<file path="config.mk">
export PLATFORM = sky130hd
export DESIGN_NAME = mips_mem_server
export DESIGN_NICKNAME = d
export VERILOG_FILES = /design/src/rtl/mips_mem_server.sv
export SDC_FILE = /design/constraint.sdc
export NUM_CORES = 2
export LEC_CHECK = 0
export ABC_AREA = 0
export CAP_MARGIN = 5
export CELL_PAD_IN_SITES_DETAIL_PLACEMENT = 0
export CELL_PAD_IN_SITES_GLOBAL_PLACEMENT = 1
export CORE_UTILIZATION = 30
export CTS_BUF_LIST = sky130_fd_sc_hd__clkbuf_8
export CTS_CLUSTER_DIAMETER = 200
export DETAILED_ROUTE_END_ITERATION = 8
export PLACE_DENSITY_LB_ADDON = 0.1
export SYNTH_ARGS = -nofsm -noshare
export SYNTH_HDL_FRONTEND = slang
export SYNTH_SLANG_ARGS = --single-unit
</file>
<file path="constraint.sdc">
create_clock -name clk -period 5.59 [get_ports clk]
set_input_delay 0.559 -clock clk [delete_from_list [all_inputs] [get_ports clk]]
set_output_delay 0.559 -clock clk [all_outputs]
set_load 0.01 [all_outputs]
</file>
<file path="src/rtl/mips_mem_server.sv">
// Memory-side responder for the single-cycle mips core: program-load front end,
// instruction/data memories and a sticky access-error flag. Optional macro: DMEM_CLEAR_EN.
module mips_mem_server #(
  parameter int IMEM_WORDS = 64,
  parameter int DMEM_WORDS = 64
) (
  input  logic        clk,
  input  logic        reset,
  input  logic        ld_valid,
  output logic        ld_ready,
  input  logic [31:0] ld_data,
  input  logic        ld_last,
  output logic        core_reset,
  output logic        running,
  input  logic [31:0] pc,
  output logic [31:0] instr,
  input  logic        memwrite,
  input  logic [31:0] aluout,
  input  logic [31:0] writedata,
  output logic [31:0] readdata,
  output logic        err
);

  localparam int IW = $clog2(IMEM_WORDS);
  localparam int DW = $clog2(DMEM_WORDS);
  localparam logic [IW:0] LOAD_LAST = (IW+1)'(IMEM_WORDS - 1);
  localparam logic [IW:0] LOAD_ONE  = (IW+1)'(1);

  typedef enum logic [1:0] {S_LOAD, S_CLEAR, S_RUN} state_t;

  state_t      r_state;
  state_t      w_next_state;
  logic [IW:0] r_load_cnt;
  logic        r_err;
  logic        r_core_reset;
  logic        r_ld_ready;
  logic [31:0] r_imem [IMEM_WORDS];
  logic [31:0] r_dmem [DMEM_WORDS];
`ifdef DMEM_CLEAR_EN
  localparam logic [DW-1:0] CLR_LAST = DW'(DMEM_WORDS - 1);
  logic [DW-1:0] r_clr_cnt;
`endif

  logic          w_xfer;
  logic [IW-1:0] w_pc_idx;
  logic          w_pc_ok;
  logic [DW-1:0] w_d_idx;
  logic          w_d_ok;
  logic          w_dwr;
  logic          w_fetch_bad;
  logic          w_store_bad;

  assign running    = (r_state == S_RUN);
  assign core_reset = r_core_reset;
  assign ld_ready   = r_ld_ready;
  assign err        = r_err;

  assign w_xfer   = (r_state == S_LOAD) && r_ld_ready && ld_valid;

  // Word index plus explicit alignment/range qualification; out-of-range never aliases.
  assign w_pc_idx = pc[IW+1:2];
  assign w_pc_ok  = (pc[1:0] == 2'b00) && (pc[31:IW+2] == '0);
  assign w_d_idx  = aluout[DW+1:2];
  assign w_d_ok   = (aluout[1:0] == 2'b00) && (aluout[31:DW+2] == '0);

  assign instr    = (running && w_pc_ok && ({1'b0, w_pc_idx} < r_load_cnt)) ? r_imem[w_pc_idx] : '0;
  assign readdata = (running && w_d_ok) ? r_dmem[w_d_idx] : '0;

  assign w_dwr       = running && memwrite && w_d_ok;
  assign w_store_bad = running && memwrite && !w_d_ok;
  assign w_fetch_bad = running && !w_pc_ok;

  always_comb begin
    w_next_state = r_state;
    case (r_state)
      S_LOAD: begin
        if (w_xfer && (ld_last || (r_load_cnt == LOAD_LAST))) begin
`ifdef DMEM_CLEAR_EN
          w_next_state = S_CLEAR;
`else
          w_next_state = S_RUN;
`endif
        end
      end
      S_CLEAR: begin
`ifdef DMEM_CLEAR_EN
        if (r_clr_cnt == CLR_LAST) w_next_state = S_RUN;
`else
        w_next_state = S_LOAD;
`endif
      end
      S_RUN:   w_next_state = S_RUN;
      default: w_next_state = S_LOAD;
    endcase
  end

  // ld_ready and core_reset are registered from the next state so they change on the transition edge.
  always_ff @(posedge clk or negedge reset) begin
    if (!reset) begin
      r_state      <= S_LOAD;
      r_load_cnt   <= '0;
      r_err        <= 1'b0;
      r_core_reset <= 1'b1;
      r_ld_ready   <= 1'b0;
`ifdef DMEM_CLEAR_EN
      r_clr_cnt    <= '0;
`endif
    end else begin
      r_state      <= w_next_state;
      if (w_xfer) r_load_cnt <= r_load_cnt + LOAD_ONE;
      r_err        <= r_err | w_fetch_bad | w_store_bad;
      r_core_reset <= (w_next_state != S_RUN);
      r_ld_ready   <= (w_next_state == S_LOAD);
`ifdef DMEM_CLEAR_EN
      if (r_state == S_CLEAR) r_clr_cnt <= r_clr_cnt + DW'(1);
`endif
    end
  end

  // Memory arrays are deliberately not reset; stale imem is masked by r_load_cnt.
  always_ff @(posedge clk) begin
    if (w_xfer) r_imem[r_load_cnt[IW-1:0]] <= ld_data;
  end

  always_ff @(posedge clk) begin
    if (w_dwr) r_dmem[w_d_idx] <= writedata;
`ifdef DMEM_CLEAR_EN
    else if (r_state == S_CLEAR) r_dmem[r_clr_cnt] <= '0;
`endif
  end

endmodule

</file>
After elaboration in Yosys (flattened, before gate mapping) --
Memories as Yosys holds them, arrays and structs flattened. Cells that the tools add are included.
Operators by class: eq/ne operators 3, magnitude comparators 1, multipliers 0, reduce and logical (&&, ||, !) cells 21, divide/modulo/power cells 0, add/subtract/negate cells 1, bitwise logic cells 2, multiplexer cells 8, shift-type cells 0
Operator list (number):
- 32-bit 2-to-1 mux | 2
- 24-bit zero test | 2
- 1-bit logical AND | 12
- 2-bit zero test | 4
- 7-bit by 1-bit adder with 7-bit output, second input constant | 1
- 7-bit by 6-bit equality test with 1-bit output, second input constant | 1
- 6-bit by 7-bit less-than comparator with 1-bit output | 1
- 1-bit 2-to-1 mux | 4
- 2-bit case mux with 2 select lines | 1
- 2-bit equality test, second input constant | 1
- 1-bit zero test | 2
- 2-bit 2-to-1 mux | 1
- 2-bit inequality test, second input constant | 1
- 1-bit bitwise OR | 2
- 1-bit logical OR | 1
Storage, ports and cells: memory bits (read-only) 0, input port bits 133, bits in registers 12, memories kept 2, bits in writable memories 4096, bits in latches 0, word-level logic and storage cells 43
Memory list:
- r_dmem | words 64, bits a word 32, rd ports 1, clocked after memory_dff 0, wr ports 1, line 38 | logic [31:0] r_dmem [DMEM_WORDS];
- r_imem | words 64, bits a word 32, rd ports 1, clocked after memory_dff 0, wr ports 1, line 37 | logic [31:0] r_imem [IMEM_WORDS];

Logic depth before layout (Yosys ltp) --
depth after elaboration 7, depth in mapped cells 12, depth with buffers taken out 7

Worst setup path after synthesis --
OpenSTA, ideal clock, no wires.
kind input to register, from input port ld_valid, to memory r_imem[23][0], enable pin, data arrival time 3564 ps, setup slack 1565 ps, stages on the path 5, buffers on the path 1, data required time 5129 ps, cell sequence nor4bb_1 > clkbuf_1 > and4_1 > nand2_1 > nor3_1
On the way: word-level cells in the longest chain between the ends 3
Ends and longest elaborated chain:
- from (decl) | line 9 | input logic ld_valid,
- 1-bit logical AND | line 58 | assign w_xfer = (r_state == S_LOAD) && r_ld_ready && ld_valid;
- 1-bit 2-to-1 mux | line 122 | if (w_xfer) r_imem[r_load_cnt[IW-1:0]] <= ld_data;
- 1-bit 2-to-1 mux (implied by the code) | line 122
- to (decl) | line 37
Every way passes these cells.

Final worst setup path --
from input port aluout[6], to output port readdata[24]
On the way: word-level cells in the longest chain between the ends 2
Ends and longest elaborated chain:
- from (decl) | line 18 | input logic [31:0] aluout,
- memory 64 x 32 bit
- 32-bit 2-to-1 mux | line 67 | assign readdata = (running && w_d_ok) ? r_dmem[w_d_idx] : '0;
- to (decl) | line 20 | output logic [31:0] readdata,
Every way passes these cells.

==> metrics.csv <==
metric,value,unit
tightest_slew,1.28,ns
synth_cell_types,88,
grt_antenna_before_repair,41,
coreArea,528000,um^2
yosysWarnings,0,
min_from,ld_data[22],
vias,88000,
r2r_end,r_dmem[21][17],
p_int,0.0478,W
layout_common_cells,"4,096 x edfxtp_1, 723 x clkbuf_8, 573 x mux4_2, 553 x buf_4, 321 x mux2i_1",
grt_use_met1,0.332,
placedCellCount,15000,
drc,0,
pre_cts_ws,0.205,ns
synth_area,159000,um^2
gp_congestion,0.815,
layout-drive-gt1-share,0.271,
finalCritPeriodShare,0.967,
worstPathArrival,4.85,ns
finalSetupViolations,0,
die_area,533000,um^2
drtPass1Iterations,9,
p_leak,59.7,nW
p_clk_frac,0.400,
worst_slack,0.183,ns
relSlewSlack,0.140,
start_util,0.301,
fin_nets,8974,
insertion_delay,1.32,ns
viasPerCell,5.37,
place_hpwl,358000,um
crit_fanout,18,
synth-seq-cells,4108,
wl_per_cell,37.2,um
startpoint_type,input pin,
hold_path_depth,1,
hold_slack,0.127,ns
synthCells,7679,
maxCapViolations,0,
grt_pass1_vias,89200,
mostFrequentLayoutCell,edfxtp_1,
ios,201,
cts_root_buf,clkbuf_8,
fin_util,0.354,
peakVddDrop,288,uV
grt_use_met3,0.0331,
min_period,5.41,ns
grt_usage,0.223,
areaGrowthSynthToFinish,17.6,%
clock-sinks,4108,
final_area,187000,um^2
p_sw_frac,0.249,
end_kind,primary output,
power.switching,0.0158,W
final_max_slew_viol_count,0,
ant_nets,0,
grt_pass1_wl,810000,um
grtUsageMet2,0.345,
hold_path_end,r_imem[2][22],
critPathLaunch,aluout[6],
worstRegToRegCells,9,
placed_cell_area,173000,um^2
criticalPathCategory,input pin to primary output,
drtIter0Drc,10300,
outcome,finished clean,
top_usage_layer,met2,
ys_seq_area_frac,0.775,
h-tree-depth,6,
synth_edf_count,4096,
grt_start_max_net_pins,78,
fmax,0.185,GHz
clk_pin_slew,0.05,ns
cts.path.max_buffers,4,
die_w,730,um
wl,610000,um
critPathRequiredTime,5.03,ns
ff2ff_setup_slack,1.70,ns
port_buffers,200,
instances_no_fill,16400,
hold_class,input pin to flop,
async_reset_ff_frac,0.00292,
worstReg2RegStart,r_state[1],
overflow,0,
pwr-share-seq,0.536,
tritoncts,built,
p_comb_frac,0.064,
synth_flop_cell,edfxtp_1,
syn_nets,7818,
cts_made_buffers,719,
hold_viol_final,0,
die_h,730,um
power_density,341,nW/um^2
avgSynthCellArea,20.7,um^2
num_rows,267,
fin_skew,0.113,ns
==> worst max path at each step <==
stage	slack (ns)	end	cells after the start
4_1_cts	0.04	readdata[6]	10
3_3_place_gp	-0.15	readdata[25]	9
2_1_floorplan	1.56	r_imem[23][0]	5
6_report	0.18	readdata[24]	10
3_5_place_dp	0.21	readdata[12]	7
5_1_grt	-0.002	instr[12]	10
==> per-stage QoR <==
step / setup TNS, ns / power [W]
2_1_floorplan: 0 / 0.0366
3_3_place_gp: -0.301 / 0.0388
3_5_place_dp: 0 / 0.0389
4_1_cts: 0 / 0.0644
5_1_grt: -0.00152 / 0.0657
6_report: 0 / 0.0637
==> synth_stat cells, types with 8 or more instances <==
| cell | n | area, um^2 |
|---|---|---|
| clkbuf_1 | 108 | 405 |
| o221ai_1 | 161 | 1410 |
| a2111oi_0 | 10 | 87.6 |
| nand2_1 | 259 | 972 |
| buf_12 | 14 | 280 |
| buf_4 | 88 | 661 |
| a21oi_1 | 138 | 691 |
| mux2_2 | 202 | 2270 |
| nor3_1 | 40 | 200 |
| buf_1 | 22 | 82.6 |
| dfrtp_1 | 11 | 275 |
| nand3_1 | 40 | 200 |
| mux4_1 | 95 | 2500 |
| clkbuf_8 | 14 | 193 |
| o211ai_1 | 14 | 105 |
| and3_1 | 17 | 106 |
| a32oi_1 | 9 | 78.8 |
| buf_2 | 163 | 816 |
| a311oi_1 | 11 | 96.3 |
| inv_1 | 13 | 48.8 |
| a221o_1 | 26 | 260 |
| nor2b_1 | 17 | 106 |
| buf_8 | 23 | 345 |
| buf_6 | 42 | 473 |
| o22a_1 | 13 | 114 |
| o22ai_1 | 301 | 1880 |
| a211oi_1 | 40 | 300 |
| or2_2 | 8 | 50.1 |
| a22oi_1 | 75 | 563 |
| and2_1 | 16 | 100 |
| nand2b_1 | 14 | 87.6 |
| nor4_1 | 32 | 200 |
| nand4_1 | 10 | 62.6 |
| o21ai_0 | 87 | 435 |
| a222oi_1 | 24 | 240 |
| a31oi_1 | 21 | 131 |
| a221oi_1 | 73 | 639 |
| nor2_1 | 293 | 1100 |
| mux4_2 | 573 | 12900 |
| edfxtp_1 | 4096 | 123000 |
| mux2i_1 | 321 | 3210 |
| a2bb2oi_1 | 31 | 272 |
==> per-layer routing <==
metal | vias to the layer above | part of all wire
met4 | 14 | 0.023
li1 | 35000 | -
met2 | 3724 | 0.45
met3 | 771 | 0.062
met1 | 48500 | 0.46
met5 | - | 0.00014
==> cell families (layout without fill, tap and decap cells) <==
family,count (synthesis),in the layout,share of synthesized area
other cells,1,8,0.0000236
mux,1191,1191,0.131
compound gates,1106,1106,0.0503
simple gates,768,768,0.0212
flops,4108,4108,0.775
buf+inv,494,2204,0.0210
xor+xnor,5,5,0.000275
fa+ha+maj,6,6,0.000472
==> flip-flops by register name (all words and copies together), names as in the netlist <==
signal / cells
ld_ready: 1
core_reset: 1
r_dmem: 2048
r_imem: 2048
r_state: 2
r_load_cnt: 7
err: 1
==> power by group through the flow <==
stage	Combinational (W)	Clock [W]	Sequential [W]
finish	0.00407	0.0254	0.0342
global route	0.00425	0.0273	0.0342
CTS	0.00412	0.0261	0.0342
detailed placement	0.00408	0	0.0348
global placement	0.00406	0	0.0348
floorplan	0.00185	0	0.0347
==> final cells by class <==
cell class,instances,area (um^2)
clock buffers,723,9950
clock inverters,552,2840
multi-input cells,3077,33500
fillers,49400,341000
flip-flops and latches,4108,123000
repair buffers,912,8500
well taps,6994,8750
inverters,17,87.6
diodes,7,17.5
==> critical path: stages <==
cell and delay [ns]:
clkdlybuf4s50_1 0.92, nor2_1 0.11, and2_1 0.41, buf_4 0.36, a32o_1 0.30, a31oi_1 0.22, o2111ai_1 0.18, nor4_1 1.00
buf_4 0.25, clkdlybuf4s50_1 0.53
==> what timing repair did <==
| item | in CTS | in global routing |
|---|---|---|
| endpoints found under the hold margin | 3308 | 0 |
| buffers inserted | 5 | 0 |
| setup endpoints to repair | 27 | 3 |
| gates resized for setup | 7 | 3 |
| hold buffers | 62 | 0 |
Power figures use the tool's default switching activity.
